**config.mk**
```make
export PLATFORM = sky130hd
export DESIGN_NAME = alu_req_scheduler_flat
export DESIGN_NICKNAME = d
export VERILOG_FILES = /design/src/rtl/alu_req_scheduler_if.sv /design/src/rtl/alu_req_scheduler.sv /design/src/flat_wrapper.sv
export SDC_FILE = /design/constraint.sdc
export NUM_CORES = 1
export LEC_CHECK = 0
export ABC_CLOCK_PERIOD_IN_PS = 3300
export BUFFER_PORTS_ARGS = -buffer_cell sky130_fd_sc_hd__buf_2
export CELL_PAD_IN_SITES_DETAIL_PLACEMENT = 0
export CELL_PAD_IN_SITES_GLOBAL_PLACEMENT = 1
export CORE_MARGIN = 10
export CORE_UTILIZATION = 30
export DETAILED_ROUTE_END_ITERATION = 7
export GPL_ROUTABILITY_DRIVEN = 0
export GPL_TIMING_DRIVEN = 0
export PLACE_DENSITY_LB_ADDON = 0.1
export SYNTH_ARGS = -nofsm -noshare
export SYNTH_HDL_FRONTEND = slang
export SYNTH_SLANG_ARGS = --single-unit
```
**constraint.sdc**
```tcl
create_clock -name clk -period 3.3 [get_ports clk]
set_input_delay 0.66 -clock clk [delete_from_list [all_inputs] [get_ports clk]]
set_output_delay 0.66 -clock clk [all_outputs]
set_load 0.05 [all_outputs]
```
**src/rtl/alu_req_scheduler_if.sv**
```systemverilog
// ---------------------------------------------------------------------------
// alu_req_scheduler_if
//   Bundles the two request channels and the response channel of the shared
//   ALU scheduler.
//
//   Handshake rule (applies to req0, req1 and rsp): a transfer happens on a
//   rising clk edge where valid && ready are both high. The producer holds its
//   payload stable while valid is high and not yet accepted. A producer may
//   drop valid before it is accepted.
//
//   Modports:
//     master : requester/consumer side (drives reqN_*, rsp_ready)
//     slave  : scheduler side (drives reqN_ready, rsp_valid/data/id/err)
//
//   Parameter OPW: operand width; response data is 2*OPW bits.
// ---------------------------------------------------------------------------
interface alu_req_scheduler_if #(
    parameter int OPW = 4
);
    logic               req0_valid;
    logic               req0_ready;
    logic [OPW-1:0]     req0_a;
    logic [OPW-1:0]     req0_b;
    logic [2:0]         req0_op;

    logic               req1_valid;
    logic               req1_ready;
    logic [OPW-1:0]     req1_a;
    logic [OPW-1:0]     req1_b;
    logic [2:0]         req1_op;

    logic               rsp_valid;
    logic               rsp_ready;
    logic [2*OPW-1:0]   rsp_data;
    logic               rsp_id;
    logic               rsp_err;

    modport master (
        output req0_valid, req0_a, req0_b, req0_op,
        input  req0_ready,
        output req1_valid, req1_a, req1_b, req1_op,
        input  req1_ready,
        input  rsp_valid, rsp_data, rsp_id, rsp_err,
        output rsp_ready
    );

    modport slave (
        input  req0_valid, req0_a, req0_b, req0_op,
        output req0_ready,
        input  req1_valid, req1_a, req1_b, req1_op,
        output req1_ready,
        output rsp_valid, rsp_data, rsp_id, rsp_err,
        input  rsp_ready
    );
endinterface

```
**src/rtl/alu_req_scheduler.sv**
```systemverilog
// ---------------------------------------------------------------------------
// alu_req_scheduler
//   Shares one small ALU between two requesters. Round-robin arbitration in
//   IDLE, one-cycle execution in EXEC, optional iterative restoring divide in
//   DIV, and a registered, tagged response held in RESP until accepted.
//
//   Compile-time option:
//     ALU_SCHED_DIV_EN : when defined, op 3'b011 runs an OPW-cycle restoring
//                        divide (quotient, or all-ones + err on b==0). When
//                        undefined, op 3'b011 is an undefined opcode.
//
//   Ports:
//     clk        : clock, rising edge
//     rst        : asynchronous reset, active-high
//     bus        : alu_req_scheduler_if.slave (req0, req1, rsp channels)
//     busy       : state != IDLE
//     dbg_state  : current FSM state encoding (IDLE=0, EXEC=1, DIV=2, RESP=3)
//
//   Opcodes: 000 add, 001 sub (wraps), 010 and, 100 or, 101 mul,
//            011 divide (if built), others -> result 0 with err.
// ---------------------------------------------------------------------------
module alu_req_scheduler #(
    parameter int OPW = 4
) (
    input  logic                clk,
    input  logic                rst,
    alu_req_scheduler_if.slave  bus,
    output logic                busy,
    output logic [1:0]          dbg_state
);

    localparam int RW = 2 * OPW;

    typedef enum logic [1:0] {
        IDLE = 2'd0,
        EXEC = 2'd1,
`ifdef ALU_SCHED_DIV_EN
        DIV  = 2'd2,
`endif
        RESP = 2'd3
    } state_t;

    state_t           state;
    logic             last_grant;
    logic [OPW-1:0]   op_a;
    logic [OPW-1:0]   op_b;
    logic [2:0]       op_code;
    logic             op_id;

    // ---------------------------------------------------------------
    // Arbitration: a lone valid wins; on a tie the requester that did
    // not win last time is granted.
    // ---------------------------------------------------------------
    logic             any_valid;
    logic             grant;
    logic [OPW-1:0]   sel_a;
    logic [OPW-1:0]   sel_b;
    logic [2:0]       sel_op;

    assign any_valid = bus.req0_valid | bus.req1_valid;

    always_comb begin
        grant = 1'b0;
        if (bus.req0_valid && bus.req1_valid) begin
            grant = ~last_grant;
        end else if (bus.req1_valid) begin
            grant = 1'b1;
        end
    end

    assign sel_a  = grant ? bus.req1_a  : bus.req0_a;
    assign sel_b  = grant ? bus.req1_b  : bus.req0_b;
    assign sel_op = grant ? bus.req1_op : bus.req0_op;

    // Ready only while idle and only for the granted, valid requester,
    // so both can never be high together.
    assign bus.req0_ready = (state == IDLE) && any_valid && !grant;
    assign bus.req1_ready = (state == IDLE) && any_valid &&  grant;

    assign busy      = (state != IDLE);
    assign dbg_state = state;

    // ---------------------------------------------------------------
    // Single-cycle ALU on zero-extended operands.
    // ---------------------------------------------------------------
    logic [RW-1:0]    a_ext;
    logic [RW-1:0]    b_ext;
    logic [RW-1:0]    exec_data;
    logic             exec_err;

    assign a_ext = {{OPW{1'b0}}, op_a};
    assign b_ext = {{OPW{1'b0}}, op_b};

    always_comb begin
        exec_data = '0;
        exec_err  = 1'b0;
        case (op_code)
            3'b000:  exec_data = a_ext + b_ext;
            3'b001:  exec_data = a_ext - b_ext;
            3'b010:  exec_data = a_ext & b_ext;
            3'b100:  exec_data = a_ext | b_ext;
            3'b101:  exec_data = a_ext * b_ext;
            // 011 lands here only when the divider is not built.
            default: exec_err  = 1'b1;
        endcase
    end

`ifdef ALU_SCHED_DIV_EN
    // ---------------------------------------------------------------
    // Restoring divider: div_q starts as the dividend and is shifted
    // left one bit per cycle, each freed LSB receiving a quotient bit.
    // div_rem holds the partial remainder (always < divisor).
    // ---------------------------------------------------------------
    localparam int CW = (OPW > 1) ? $clog2(OPW) : 1;

    logic [OPW-1:0]   div_q;
    logic [OPW-1:0]   div_rem;
    logic [CW-1:0]    div_cnt;
    logic [OPW:0]     rem_shift;
    logic [OPW:0]     rem_diff;
    logic             rem_ge;
    logic [OPW-1:0]   q_next;
    logic [OPW-1:0]   rem_next;
    logic             div_unused;

    assign rem_shift  = {div_rem, div_q[OPW-1]};
    assign rem_ge     = (rem_shift >= {1'b0, op_b});
    assign rem_diff   = rem_shift - {1'b0, op_b};
    assign q_next     = {div_q[OPW-2:0], rem_ge};
    // When rem_ge is set the difference is below the divisor, so its top
    // bit is always zero and may be dropped.
    assign rem_next   = rem_ge ? rem_diff[OPW-1:0] : rem_shift[OPW-1:0];
    assign div_unused = rem_diff[OPW];
`endif

    // ---------------------------------------------------------------
    // Control FSM with registered response outputs.
    // ---------------------------------------------------------------
    always_ff @(posedge clk or posedge rst) begin
        if (rst) begin
            state        <= IDLE;
            last_grant   <= 1'b1;
            op_a         <= '0;
            op_b         <= '0;
            op_code      <= '0;
            op_id        <= 1'b0;
            bus.rsp_valid <= 1'b0;
            bus.rsp_data  <= '0;
            bus.rsp_id    <= 1'b0;
            bus.rsp_err   <= 1'b0;
`ifdef ALU_SCHED_DIV_EN
            div_q        <= '0;
            div_rem      <= '0;
            div_cnt      <= '0;
`endif
        end else begin
            case (state)
                IDLE: begin
                    if (any_valid) begin
                        op_a       <= sel_a;
                        op_b       <= sel_b;
                        op_code    <= sel_op;
                        op_id      <= grant;
                        last_grant <= grant;
`ifdef ALU_SCHED_DIV_EN
                        if (sel_op == 3'b011) begin
                            div_q   <= sel_a;
                            div_rem <= '0;
                            div_cnt <= '0;
                            state   <= DIV;
                        end else begin
                            state   <= EXEC;
                        end
`else
                        state      <= EXEC;
`endif
                    end
                end

                EXEC: begin
                    bus.rsp_data  <= exec_data;
                    bus.rsp_err   <= exec_err;
                    bus.rsp_id    <= op_id;
                    bus.rsp_valid <= 1'b1;
                    state         <= RESP;
                end

`ifdef ALU_SCHED_DIV_EN
                DIV: begin
                    div_q   <= q_next;
                    div_rem <= rem_next;
                    div_cnt <= div_cnt + 1'b1;
                    // The final quotient bit is folded straight into the
                    // response so the result appears after exactly OPW cycles.
                    if (div_cnt == CW'(OPW - 1)) begin
                        if (op_b == '0) begin
                            bus.rsp_data <= '1;
                            bus.rsp_err  <= 1'b1;
                        end else begin
                            bus.rsp_data <= {{OPW{1'b0}}, q_next};
                            bus.rsp_err  <= 1'b0;
                        end
                        bus.rsp_id    <= op_id;
                        bus.rsp_valid <= 1'b1;
                        state         <= RESP;
                    end
                end
`endif

                RESP: begin
                    if (bus.rsp_ready) begin
                        bus.rsp_valid <= 1'b0;
                        state         <= IDLE;
                    end
                end

                default: state <= IDLE;
            endcase
        end
    end

endmodule

```
**src/flat_wrapper.sv**
```systemverilog
// flat-port wrapper written by rule: the top's interface ports become plain ports
module alu_req_scheduler_flat 
#(
    parameter int OPW = 4
)
  (clk, rst, busy, dbg_state, bus_req0_valid, bus_req0_a, bus_req0_b, bus_req0_op, bus_req0_ready, bus_req1_valid, bus_req1_a, bus_req1_b, bus_req1_op, bus_req1_ready, bus_rsp_valid, bus_rsp_data, bus_rsp_id, bus_rsp_err, bus_rsp_ready);
  alu_req_scheduler_if #(.OPW(OPW)) bus_i ();
  input  logic clk;
  input  logic rst;
  output logic busy;
  output logic [1:0] dbg_state;
  input wire logic [$bits(bus_i.req0_valid)-1:0] bus_req0_valid;
  input wire logic [$bits(bus_i.req0_a)-1:0] bus_req0_a;
  input wire logic [$bits(bus_i.req0_b)-1:0] bus_req0_b;
  input wire logic [$bits(bus_i.req0_op)-1:0] bus_req0_op;
  output wire logic [$bits(bus_i.req0_ready)-1:0] bus_req0_ready;
  input wire logic [$bits(bus_i.req1_valid)-1:0] bus_req1_valid;
  input wire logic [$bits(bus_i.req1_a)-1:0] bus_req1_a;
  input wire logic [$bits(bus_i.req1_b)-1:0] bus_req1_b;
  input wire logic [$bits(bus_i.req1_op)-1:0] bus_req1_op;
  output wire logic [$bits(bus_i.req1_ready)-1:0] bus_req1_ready;
  output wire logic [$bits(bus_i.rsp_valid)-1:0] bus_rsp_valid;
  output wire logic [$bits(bus_i.rsp_data)-1:0] bus_rsp_data;
  output wire logic [$bits(bus_i.rsp_id)-1:0] bus_rsp_id;
  output wire logic [$bits(bus_i.rsp_err)-1:0] bus_rsp_err;
  input wire logic [$bits(bus_i.rsp_ready)-1:0] bus_rsp_ready;
  assign bus_i.req0_valid = bus_req0_valid;
  assign bus_i.req0_a = bus_req0_a;
  assign bus_i.req0_b = bus_req0_b;
  assign bus_i.req0_op = bus_req0_op;
  assign bus_req0_ready = bus_i.req0_ready;
  assign bus_i.req1_valid = bus_req1_valid;
  assign bus_i.req1_a = bus_req1_a;
  assign bus_i.req1_b = bus_req1_b;
  assign bus_i.req1_op = bus_req1_op;
  assign bus_req1_ready = bus_i.req1_ready;
  assign bus_rsp_valid = bus_i.rsp_valid;
  assign bus_rsp_data = bus_i.rsp_data;
  assign bus_rsp_id = bus_i.rsp_id;
  assign bus_rsp_err = bus_i.rsp_err;
  assign bus_i.rsp_ready = bus_rsp_ready;
  alu_req_scheduler #(.OPW(OPW)) u_core (.clk(clk), .rst(rst), .bus(bus_i), .busy(busy), .dbg_state(dbg_state));
endmodule
```
==> results of run 1 <==
[area by class of cell]
class / instances / area (um^2)
flip-flops and latches: 26 / 651.9
repair buffers: 42 / 210.2
clock inverters: 1 / 30.03
well taps: 77 / 96.34
multi-input cells: 154 / 1186
inverters: 28 / 105.1
fillers: 685 / 4014
plain buffers: 10 / 51.30
clock buffers: 3 / 41.29
[cells in the mapped netlist (2+ instances only)]
| library cell | instances |
|---|---|
| sky130_fd_sc_hd__a22o_1 | 2 |
| sky130_fd_sc_hd__a222oi_1 | 11 |
| sky130_fd_sc_hd__a211oi_1 | 2 |
| sky130_fd_sc_hd__nor2b_1 | 11 |
| sky130_fd_sc_hd__or3_1 | 2 |
| sky130_fd_sc_hd__o21bai_1 | 4 |
| sky130_fd_sc_hd__mux2i_1 | 3 |
| sky130_fd_sc_hd__nand2b_1 | 4 |
| sky130_fd_sc_hd__a31oi_1 | 2 |
| sky130_fd_sc_hd__nand2_1 | 16 |
| sky130_fd_sc_hd__nor3_1 | 2 |
| sky130_fd_sc_hd__ha_1 | 24 |
| sky130_fd_sc_hd__buf_2 | 8 |
| sky130_fd_sc_hd__nand3_1 | 2 |
| sky130_fd_sc_hd__fa_1 | 6 |
| sky130_fd_sc_hd__a211o_1 | 2 |
| sky130_fd_sc_hd__inv_1 | 28 |
| sky130_fd_sc_hd__o21ai_0 | 6 |
| sky130_fd_sc_hd__a21o_1 | 4 |
| sky130_fd_sc_hd__a21oi_1 | 9 |
| sky130_fd_sc_hd__nor2_1 | 20 |
| sky130_fd_sc_hd__and3_1 | 3 |
| sky130_fd_sc_hd__o21a_1 | 2 |
| sky130_fd_sc_hd__dfrtp_1 | 25 |
[logic make-up after synthesis]
group / count (synthesis) / synth area share
DFF: 26 / 0.3269
AOI/OAI and AO/OA: 55 / 0.2045
buffers and inverters: 38 / 0.07842
xor gates and xnor gates: 2 / 0.008785
and+or+nand+nor: 64 / 0.1556
muxes: 3 / 0.01506
adders and majority gates: 30 / 0.2108
[worst max-delay path: stages, from the launching register on]
cell	delay (ns)
sky130_fd_sc_hd__dfrtp_1	0.55
sky130_fd_sc_hd__nand2_1	0.13
sky130_fd_sc_hd__fa_1	0.51
sky130_fd_sc_hd__inv_1	0.05
sky130_fd_sc_hd__fa_1	0.56
sky130_fd_sc_hd__inv_1	0.06
sky130_fd_sc_hd__fa_1	0.47
sky130_fd_sc_hd__xnor2_1	0.18
sky130_fd_sc_hd__a31o_2	0.25
sky130_fd_sc_hd__a31oi_1	0.13
sky130_fd_sc_hd__a21oi_1	0.08
[worst paths after layout]
| check | startpoint | to | cells past startpoint |
|---|---|---|---|
| hold / removal | u_core.bus.rsp_id | u_core.bus.rsp_id | 2 |
| setup reg to reg | u_core.op_a[1] | u_core.bus.rsp_data[4] | 10 |
| hold reg to reg | u_core.bus.rsp_id | u_core.bus.rsp_id | 2 |
| max in group asynchronous | rst | u_core.op_b[0] | 2 |
| setup / recovery | u_core.op_a[1] | u_core.bus.rsp_data[4] | 10 |
| min in group asynchronous | rst | u_core.bus.rsp_data[0] | 2 |
[routing by layer]
| metal | global-route usage | up-vias | part of all wire |
|---|---|---|---|
| li1 | - | 858 | - |
| met1 | 0.1389 | 740 | 0.50 |
| met2 | 0.1655 | 39 | 0.44 |
| met3 | 0.03336 | 2 | 0.059 |
| met4 | 0.01608 | 0 | 0.0046 |
| met5 | 0 | - | 0 |
[power by group]
group          total [mW]  internal (mW)  switching, mW
Sequential          0.600          0.466          0.135
Combinational        1.52          0.569          0.954
Clock               0.269          0.162          0.106
[sequential cells by signal, indices dropped and copies added (netlist names), 2 cells and up]
name	flops
u_core.dbg_state	2
u_core.bus.rsp_data	8
u_core.op_code	3
u_core.op_b	4
u_core.op_a	4
[cells in the final DEF (no fill, tap or decap), types with 2 or more instances in the layout]
cell	instances
sky130_fd_sc_hd__a211o_1	2
sky130_fd_sc_hd__a211oi_1	2
sky130_fd_sc_hd__a21o_1	4
sky130_fd_sc_hd__a21oi_1	9
sky130_fd_sc_hd__a222oi_1	11
sky130_fd_sc_hd__a22o_1	2
sky130_fd_sc_hd__a31oi_1	2
sky130_fd_sc_hd__and3_1	3
sky130_fd_sc_hd__buf_2	50
sky130_fd_sc_hd__clkbuf_8	3
sky130_fd_sc_hd__dfrtp_1	25
sky130_fd_sc_hd__fa_1	6
sky130_fd_sc_hd__ha_1	24
sky130_fd_sc_hd__inv_1	28
sky130_fd_sc_hd__mux2i_1	3
sky130_fd_sc_hd__nand2_1	16
sky130_fd_sc_hd__nand2b_1	4
sky130_fd_sc_hd__nand3_1	2
sky130_fd_sc_hd__nor2_1	20
sky130_fd_sc_hd__nor2b_1	11
sky130_fd_sc_hd__nor3_1	2
sky130_fd_sc_hd__o21a_1	2
sky130_fd_sc_hd__o21ai_0	6
sky130_fd_sc_hd__o21bai_1	4
sky130_fd_sc_hd__or3_1	2
[metrics by stage]
step | cell area (um^2) | hold slack [ns]
6_report | 2372 | 0.4873
3_3_place_gp | 2301 | 0.4581
5_1_grt | 2372 | 0.5247
4_1_cts | 2372 | 0.4927
2_1_floorplan | 1994 | 0.4395
3_5_place_dp | 2301 | 0.4647
==> results.cfg, run 1 <==
[setup_path]
ff2ff_setup_slack_ns = 0.23
worst_setup_path_end_kind = register
crit_path_class = register to register
critical_path_required_ns = 3.47
arrival_ns = 3.24
max_fanout_on_critical_path = 7
timing.critical_path.from_type = register

[layout]
post_layout_utilization_of_the_core = 0.3715
fin_cells = 341
n_antenna_cell = 0
num-nets-final = 322
syn_to_final_growth_pct = 18.95
final_layout_size_suffix_gt1_frac = 0.2235

[clock_network]
clock-sinks = 26
h-tree-depth = 1
cts.reportedPaths.clkPinSlew_ns = 0.10
cts_tree = built
clock_latency_ns = 0.27
tritoncts.num_buffers = 3
postCtsHoldBufs = 0
post_cts_buffers = 0
cts-root-to-sink-buffers = 2
post_cts_resized = 0
clock_tree.root_cell = sky130_fd_sc_hd__clkbuf_8

[detailed_routing]
drc = 0
first_iter_violations = 76
postRouteWirelength_um = 5201
route.detailed.vias_per_inst = 4.806
antenna_violating_nets_post_route = 0
drt-pass1-iter-count = 4
dr_total_vias = 1639
routed_wire_length_per_instance_um = 15.25

[power_and_ir_drop]
vdd.ir_drop.worst_v = 0.0003695
power_per_cell_area_nw_per_um2 = 1009
leakage_nw = 1.272
p_total_mw = 2.392

[synth]
primary_ff_master_synth = sky130_fd_sc_hd__dfrtp_1
yosys_warnings = 0
synthesis.area_um2 = 1994
synth_largest_area_cell = sky130_fd_sc_hd__dfrtp_1
share_of_yosys_cell_area_claimed_by_the_top_area_cell_type = 0.3137
synth.top_cells.by_area = sky130_fd_sc_hd__dfrtp_1 (31%), sky130_fd_sc_hd__ha_1 (15%), sky130_fd_sc_hd__fa_1 (6.0%)
syn_nets = 275
synth_edf_count = 0
asyncSetResetFlopFracSynth = 1.000
avg_synthesized_cell_area_um2 = 9.149
ys_seq_area_frac = 0.3269
postSynthRegisterBits = 26
netlist-cell-type-count = 44
syn_inst = 218

[job]
max_cap_violations = 0

[sta]
period_utilisation_layout = 0.9306
setup_ws_ns = 0.2292
final_critical_period_ns = 3.071
maxSlewViolCount = 0
setup_repair_after_global_routing_missed_its_margin = no
finalSetupViolations = 0
fin_worst_skew_ns = 0.005151
timing_worst_slew_pin_value_ns = 1.013
setup_tns_ns = 0
max_slew_margin = 0.3239
finalHoldViolCount = 0
max_clock_freq_ghz = 0.3256

[global_routing]
initial_antenna_violation_count = 0
first_pass_grt_wire_length_um = 8901
global_route.usage.total = 0.1048
grt_max_degree = 27
grt_overflow_total = 0
vias_in_the_first_global_route = 1832

[floorplan]
coreArea_um2 = 6386
die_height_um = 101.5
num_io_pins = 43
initial_core_util = 0.3123
die_area_um2 = 10310
floorplan.rows = 29
die-width_um = 101.5

[placement]
post-dp-hpwl_um = 4397
placedCellCount = 337
preCtsSetupSlack_ns = 0.2212
port-buffer-count = 42

[status]
run_status = finished, final reports clean

[worst_hold_path]
hold_path_class = register to register
(Power assumes the default switching activity.)
==> inputs of run 2 (changes only) <==
CORE_MARGIN = 4   (was 10)
==> results.cfg, run 2 (synthesized netlist as in run 1, its figures left out) <==
[sta]
fin_worst_skew_ns = 0.01043
max_slew_margin = 0.3435
finalHoldViolCount = 0
setup_ws_ns = 0.2222
finalSetupViolations = 0
setup_tns_ns = 0
maxSlewViolCount = 0
period_utilisation_layout = 0.9327
timing_worst_slew_pin_value_ns = 0.9837
setup_repair_after_global_routing_missed_its_margin = no
final_critical_period_ns = 3.078
max_clock_freq_ghz = 0.3249

[clock_network]
cts.reportedPaths.clkPinSlew_ns = 0.10
postCtsHoldBufs = 0
clock_tree.root_cell = sky130_fd_sc_hd__clkbuf_8
post_cts_buffers = 0
clock_latency_ns = 0.28
cts_tree = built
post_cts_resized = 0
h-tree-depth = 1
clock-sinks = 26
tritoncts.num_buffers = 3
cts-root-to-sink-buffers = 2

[layout]
stdcell_area_um2 = 2372
largest_register_ffs = 8
num-nets-final = 322
n_antenna_cell = 0
layout_top_registers = u_core.bus.rsp_data (8), u_core.op_a (4), u_core.op_b (4)
sequential_cell_area_um2 = 651.9
fill_cells = 677
final_layout_size_suffix_gt1_frac = 0.2235
regMostFlops = u_core.bus.rsp_data
syn_to_final_growth_pct = 18.95
layout.cells.most_common_list = sky130_fd_sc_hd__buf_2 (50), sky130_fd_sc_hd__inv_1 (28), sky130_fd_sc_hd__dfrtp_1 (25), sky130_fd_sc_hd__ha_1 (24), sky130_fd_sc_hd__nor2_1 (20)
commonest_non_fill_non_tap_cell_in_the_layout = sky130_fd_sc_hd__buf_2
area_of_combinational_cells_with_multiple_inputs_um2 = 1186
fin_cells = 341

[power_and_ir_drop]
power_per_cell_area_nw_per_um2 = 1009
p_total_mw = 2.394
leakage_nw = 1.272
vdd.ir_drop.worst_v = 0.0003871
netSwitchingPower_mw = 1.197
power_switching_share = 0.5000
combinationalPowerShare = 0.636
internal-power_mw = 1.197
sequential_cell_fraction_of_total_power = 0.251
clkPwrFrac = 0.114

[setup_path]
worst_reg2reg_startpoint = u_core.op_a[1]
max_fanout_on_critical_path = 7
r2r_end = u_core.bus.rsp_data[4]
ff2ff_setup_slack_ns = 0.22
slowest_delay_ns = 0.56
reg2reg_depth = 10
worst_setup_path_end_kind = register
crit_path_class = register to register
worstPathCellList = nand2_1 > fa_1 > inv_1 > fa_1 > inv_1 > fa_1 > xnor2_1 > a31o_2 > a31oi_1 > a21oi_1
critical_path_required_ns = 3.47
arrival_ns = 3.25
worst_path_max_delay_cell = sky130_fd_sc_hd__fa_1
timing.critical_path.from_type = register
crit_top_cell = sky130_fd_sc_hd__fa_1

[detailed_routing]
dr_total_vias = 1637
postRouteWirelength_um = 4919
route.detailed.vias_per_inst = 4.801
drc = 0
antenna_violating_nets_post_route = 0
drt-pass1-iter-count = 4
routed_wire_length_per_instance_um = 14.43
first_iter_violations = 82

[placement]
port-buffer-count = 42
placedInstanceArea_um2 = 2301
post-dp-hpwl_um = 4124
placedCellCount = 337
preCtsSetupSlack_ns = 0.1945

[global_routing]
grt_overflow_total = 0
met1_usage = 0.1962
globalRoute.busiestLayer = met2
grtUsageMet3 = 0.02120
vias_in_the_first_global_route = 1735
grtUsageMet2 = 0.2264
global_route.usage.total = 0.1381
grt_max_degree = 27
first_pass_grt_wire_length_um = 8714
initial_antenna_violation_count = 0

[job]
max_cap_violations = 0

[floorplan]
num_io_pins = 43
coreArea_um2 = 6386
initial_core_util = 0.3123
die_area_um2 = 8017
die-width_um = 89.54
floorplan.rows = 29
die_height_um = 89.54

[worst_hold_path]
hold_path_class = register to register
worst_hold_path.num_cells = 2
holdCritStartpoint = u_core.bus.rsp_valid
worstHoldEndpoint = u_core.bus.rsp_valid

[status]
run_status = finished, final reports clean
==> run 2: cell counts in the layout (fill, tap and decap cells not counted) <==
Identical to the previous run, type by type.
==> run 2: area by class of cell <==
type / count / area share
Multi-Input combinational cell: 154 / 0.5000
Buffer: 10 / 0.02162
Clock buffer: 3 / 0.01741
Sequential cell: 26 / 0.2748
Inverter: 28 / 0.04430
Clock inverter: 1 / 0.01266
Tap cell: 77 / 0.04061
Timing Repair Buffer: 42 / 0.08861
==> run 2: worst max path at each step <==
stage / start / end / slack, ns / cells after the start
floorplan: u_core.op_a[1] / u_core.bus.rsp_data[4] / 0.47 / 10
CTS: u_core.op_a[1] / u_core.bus.rsp_data[4] / 0.18 / 10
finish: u_core.op_a[1] / u_core.bus.rsp_data[4] / 0.22 / 10
global route: u_core.op_a[1] / u_core.bus.rsp_data[4] / 0.04 / 10
detailed placement: u_core.op_a[1] / u_core.bus.rsp_data[4] / 0.19 / 10
global placement: u_core.op_a[1] / u_core.bus.rsp_data[4] / 0.18 / 10
==> run 2: power by group through the flow <==
| stage | registers [mW] | clock network (mW) | logic (mW) |
|---|---|---|---|
| 2_1_floorplan | 0.802 | 0 | 0.952 |
| 3_3_place_gp | 0.609 | 0 | 1.55 |
| 3_5_place_dp | 0.611 | 0 | 1.55 |
| 4_1_cts | 0.604 | 0.283 | 1.55 |
| 5_1_grt | 0.627 | 0.291 | 1.73 |
| 6_report | 0.600 | 0.272 | 1.52 |
==> run 2: critical path: cells and delay by family (launching register included) <==
family	cells	cell delay (ns)
buffers and inverters	2	0.11
DFF	1	0.54
AOI/OAI and AO/OA	3	0.49
xor gates and xnor gates	1	0.18
adders and majority gates	3	1.53
and+or+nand+nor	1	0.13
==> run 2: metrics by stage <==
| stage | hold slack [ns] | util |
|---|---|---|
| after floorplan | 0.4395 | - |
| after global placement | 0.4590 | 0.3603 |
| after detailed placement | 0.4615 | 0.3603 |
| after CTS | 0.4888 | 0.3715 |
| after global routing | 0.5153 | 0.3715 |
| final | 0.4814 | 0.3715 |
==> run 2: per-layer routing <==
metal / wire length (um) / up-vias
li1: - / 858
met1: 2514 / 743
met2: 2240 / 36
met3: 164 / 0
met4: 0 / 0
met5: 0 / -
==> inputs of run 3 (changes only) <==
ABC_AREA = 1   (was default)
==> results.cfg, run 3 <==
[status]
run_status = finished, final reports clean

[synth]
share_of_yosys_cell_area_claimed_by_the_top_area_cell_type = 0.3034
ys_seq_area_frac = 0.3161
synth_largest_area_cell = sky130_fd_sc_hd__dfrtp_1
avg_synthesized_cell_area_um2 = 7.781
syn_nets = 322
asyncSetResetFlopFracSynth = 1.000
synth_edf_count = 0
synth_common_cells = sky130_fd_sc_hd__nand2_1 (89), sky130_fd_sc_hd__inv_1 (42), sky130_fd_sc_hd__dfrtp_1 (25), sky130_fd_sc_hd__ha_1 (24), sky130_fd_sc_hd__nand3_1 (17)
synth.top_cells.by_area = sky130_fd_sc_hd__dfrtp_1 (30%), sky130_fd_sc_hd__nand2_1 (16%), sky130_fd_sc_hd__ha_1 (15%)
syn_inst = 265
postSynthRegisterBits = 26
netlist-cell-type-count = 28
primary_ff_master_synth = sky130_fd_sc_hd__dfrtp_1
yosys.cell_count.top_type = sky130_fd_sc_hd__nand2_1
synthesis.area_um2 = 2062
yosys_warnings = 0

[power_and_ir_drop]
power_per_cell_area_nw_per_um2 = 1049
netSwitchingPower_mw = 1.357
internal-power_mw = 1.202
clkPwrFrac = 0.105
vdd.ir_drop.worst_v = 0.0004361
leakage_nw = 1.402
sequential_cell_fraction_of_total_power = 0.247
p_total_mw = 2.558
power_switching_share = 0.5302
combinationalPowerShare = 0.649

[layout]
largest_register_ffs = 8
n_antenna_cell = 0
fin_cells = 388
layout_top_registers = u_core.bus.rsp_data (8), u_core.op_a (4), u_core.op_b (4)
area_of_combinational_cells_with_multiple_inputs_um2 = 1217
fill_cells = 730
post_layout_utilization_of_the_core = 0.3757
final_layout_size_suffix_gt1_frac = 0.2186
regMostFlops = u_core.bus.rsp_data
syn_to_final_growth_pct = 18.33
sequential_cell_area_um2 = 651.9
num-nets-final = 369
commonest_non_fill_non_tap_cell_in_the_layout = sky130_fd_sc_hd__nand2_1
layout.cells.most_common_list = sky130_fd_sc_hd__nand2_1 (89), sky130_fd_sc_hd__buf_2 (43), sky130_fd_sc_hd__inv_1 (42), sky130_fd_sc_hd__dfrtp_1 (25), sky130_fd_sc_hd__ha_1 (24)
stdcell_area_um2 = 2440

[sta]
setup_tns_ns = 0
period_utilisation_layout = 0.9018
setup_ws_ns = 0.3239
fin_worst_skew_ns = 0.002120
finalSetupViolations = 0
max_clock_freq_ghz = 0.3360
finalHoldViolCount = 0
timing_worst_slew_pin_value_ns = 0.9886
setup_repair_after_global_routing_missed_its_margin = no
hold_ws_ns = 0.4810
final_critical_period_ns = 2.976
maxSlewViolCount = 0
max_slew_margin = 0.3402

[floorplan]
floorplan.rows = 29
die_area_um2 = 8264
initial_core_util = 0.3175
die-width_um = 90.91
die_height_um = 90.91
num_io_pins = 43
coreArea_um2 = 6495

[clock_network]
clock_latency_ns = 0.27
clock-sinks = 26
cts_tree = built
post_cts_buffers = 0
h-tree-depth = 1
clock_tree.root_cell = sky130_fd_sc_hd__clkbuf_8
cts.reportedPaths.clkPinSlew_ns = 0.09
postCtsHoldBufs = 0
tritoncts.num_buffers = 3
cts-root-to-sink-buffers = 2
post_cts_resized = 0

[global_routing]
initial_antenna_violation_count = 0
first_pass_grt_wire_length_um = 8756
global_route.usage.total = 0.1297
grt_overflow_total = 0
vias_in_the_first_global_route = 1840
grt_max_degree = 27

[placement]
port-buffer-count = 42
preCtsSetupSlack_ns = 0.2661
placedCellCount = 384
post-dp-hpwl_um = 4185
placedInstanceArea_um2 = 2369

[setup_path]
critical_path.n_buffers_inverters = 2
timing.critical_path.max_delay_family = adder cells
critical_path_required_ns = 3.47
worst_setup_path_end_kind = register
slowest_delay_ns = 0.57
worstPathCellList = nand2_1 > fa_1 > inv_1 > fa_1 > inv_1 > fa_1 > nor2_1 > nor3_1 > nand3_1 > nand2_1 > nand2_1
max_fanout_on_critical_path = 8
ff2ff_setup_slack_ns = 0.32
worst_path_max_delay_cell = sky130_fd_sc_hd__fa_1
crit_path_class = register to register
arrival_ns = 3.15
timing.critical_path.from_type = register

[detailed_routing]
route.detailed.vias_per_inst = 4.552
drt-pass1-iter-count = 4
first_iter_violations = 28
drc = 0
dr_total_vias = 1766
routed_wire_length_per_instance_um = 12.75
antenna_violating_nets_post_route = 0
postRouteWirelength_um = 4948

[job]
max_cap_violations = 0

[worst_hold_path]
hold_path_class = register to register
run 3: cell count changes after synthesis, moves of 7 or more:
cell,change
sky130_fd_sc_hd__nor2_1,-10
sky130_fd_sc_hd__nor2b_1,-11
sky130_fd_sc_hd__buf_2,-7
sky130_fd_sc_hd__a222oi_1,-11
sky130_fd_sc_hd__nand3_1,+15
sky130_fd_sc_hd__inv_1,+14
sky130_fd_sc_hd__nand2_1,+73
sky130_fd_sc_hd__o211ai_2,+9
run 3: worst reg2reg max path, cell delays in order, from the launching register on:
cell	delay (ns)
sky130_fd_sc_hd__dfrtp_1	0.54
sky130_fd_sc_hd__nand2_1	0.13
sky130_fd_sc_hd__fa_1	0.51
sky130_fd_sc_hd__inv_1	0.05
sky130_fd_sc_hd__fa_1	0.56
sky130_fd_sc_hd__inv_1	0.06
sky130_fd_sc_hd__fa_1	0.57
sky130_fd_sc_hd__nor2_1	0.06
sky130_fd_sc_hd__nor3_1	0.17
sky130_fd_sc_hd__nand3_1	0.11
sky130_fd_sc_hd__nand2_1	0.07
sky130_fd_sc_hd__nand2_1	0.05
run 3: path summary, 6_finish.rpt:
kind,from,to,cells past startpoint
min,u_core.bus.rsp_data[3],u_core.bus.rsp_data[3],2
max in group asynchronous,rst,u_core.op_code[0],2
min reg2reg,u_core.bus.rsp_data[3],u_core.bus.rsp_data[3],2
max reg2reg,u_core.op_a[1],u_core.bus.rsp_data[3],11
max,u_core.op_a[1],u_core.bus.rsp_data[3],11
min in group asynchronous,rst,u_core.bus.rsp_data[7],2
run 3: power by group through the flow:
stage	logic, mW	registers, mW	clock network, mW
6_report	1.66	0.631	0.268
3_3_place_gp	1.69	0.640	0
5_1_grt	1.91	0.663	0.288
2_1_floorplan	1.07	0.812	0
4_1_cts	1.71	0.635	0.278
3_5_place_dp	1.70	0.641	0
run 3: area by class of cell:
class,count,share of cell area
buffer,4,0.01282
clock buffer,3,0.01692
clock inverter,1,0.01231
inverter,43,0.06615
multi-input combinational,192,0.4990
sequential,26,0.2672
tap,77,0.03949
timing repair buffer,42,0.08615
run 3: cell families (layout without fill, tap and decap cells):
kind of cell	Yosys count	count (layout)	synth area share
adder cells (fa/ha/maj)	30	30	0.2039
AO/OA/AOI/OAI	35	35	0.1244
flip-flops	26	26	0.3161
AND/OR/NAND/NOR	126	126	0.2579
buffers and inverters	47	93	0.09344
XOR/XNOR	1	1	0.004248
run 3: metal layers:
metal	track usage	share of wire	vias up	wire length (um)
li1	-	-	937	-
met1	0.1814	0.49	799	2439
met2	0.2088	0.46	28	2297
met3	0.01833	0.033	2	162
met4	0.03769	0.0097	0	48
met5	0	0	-	0
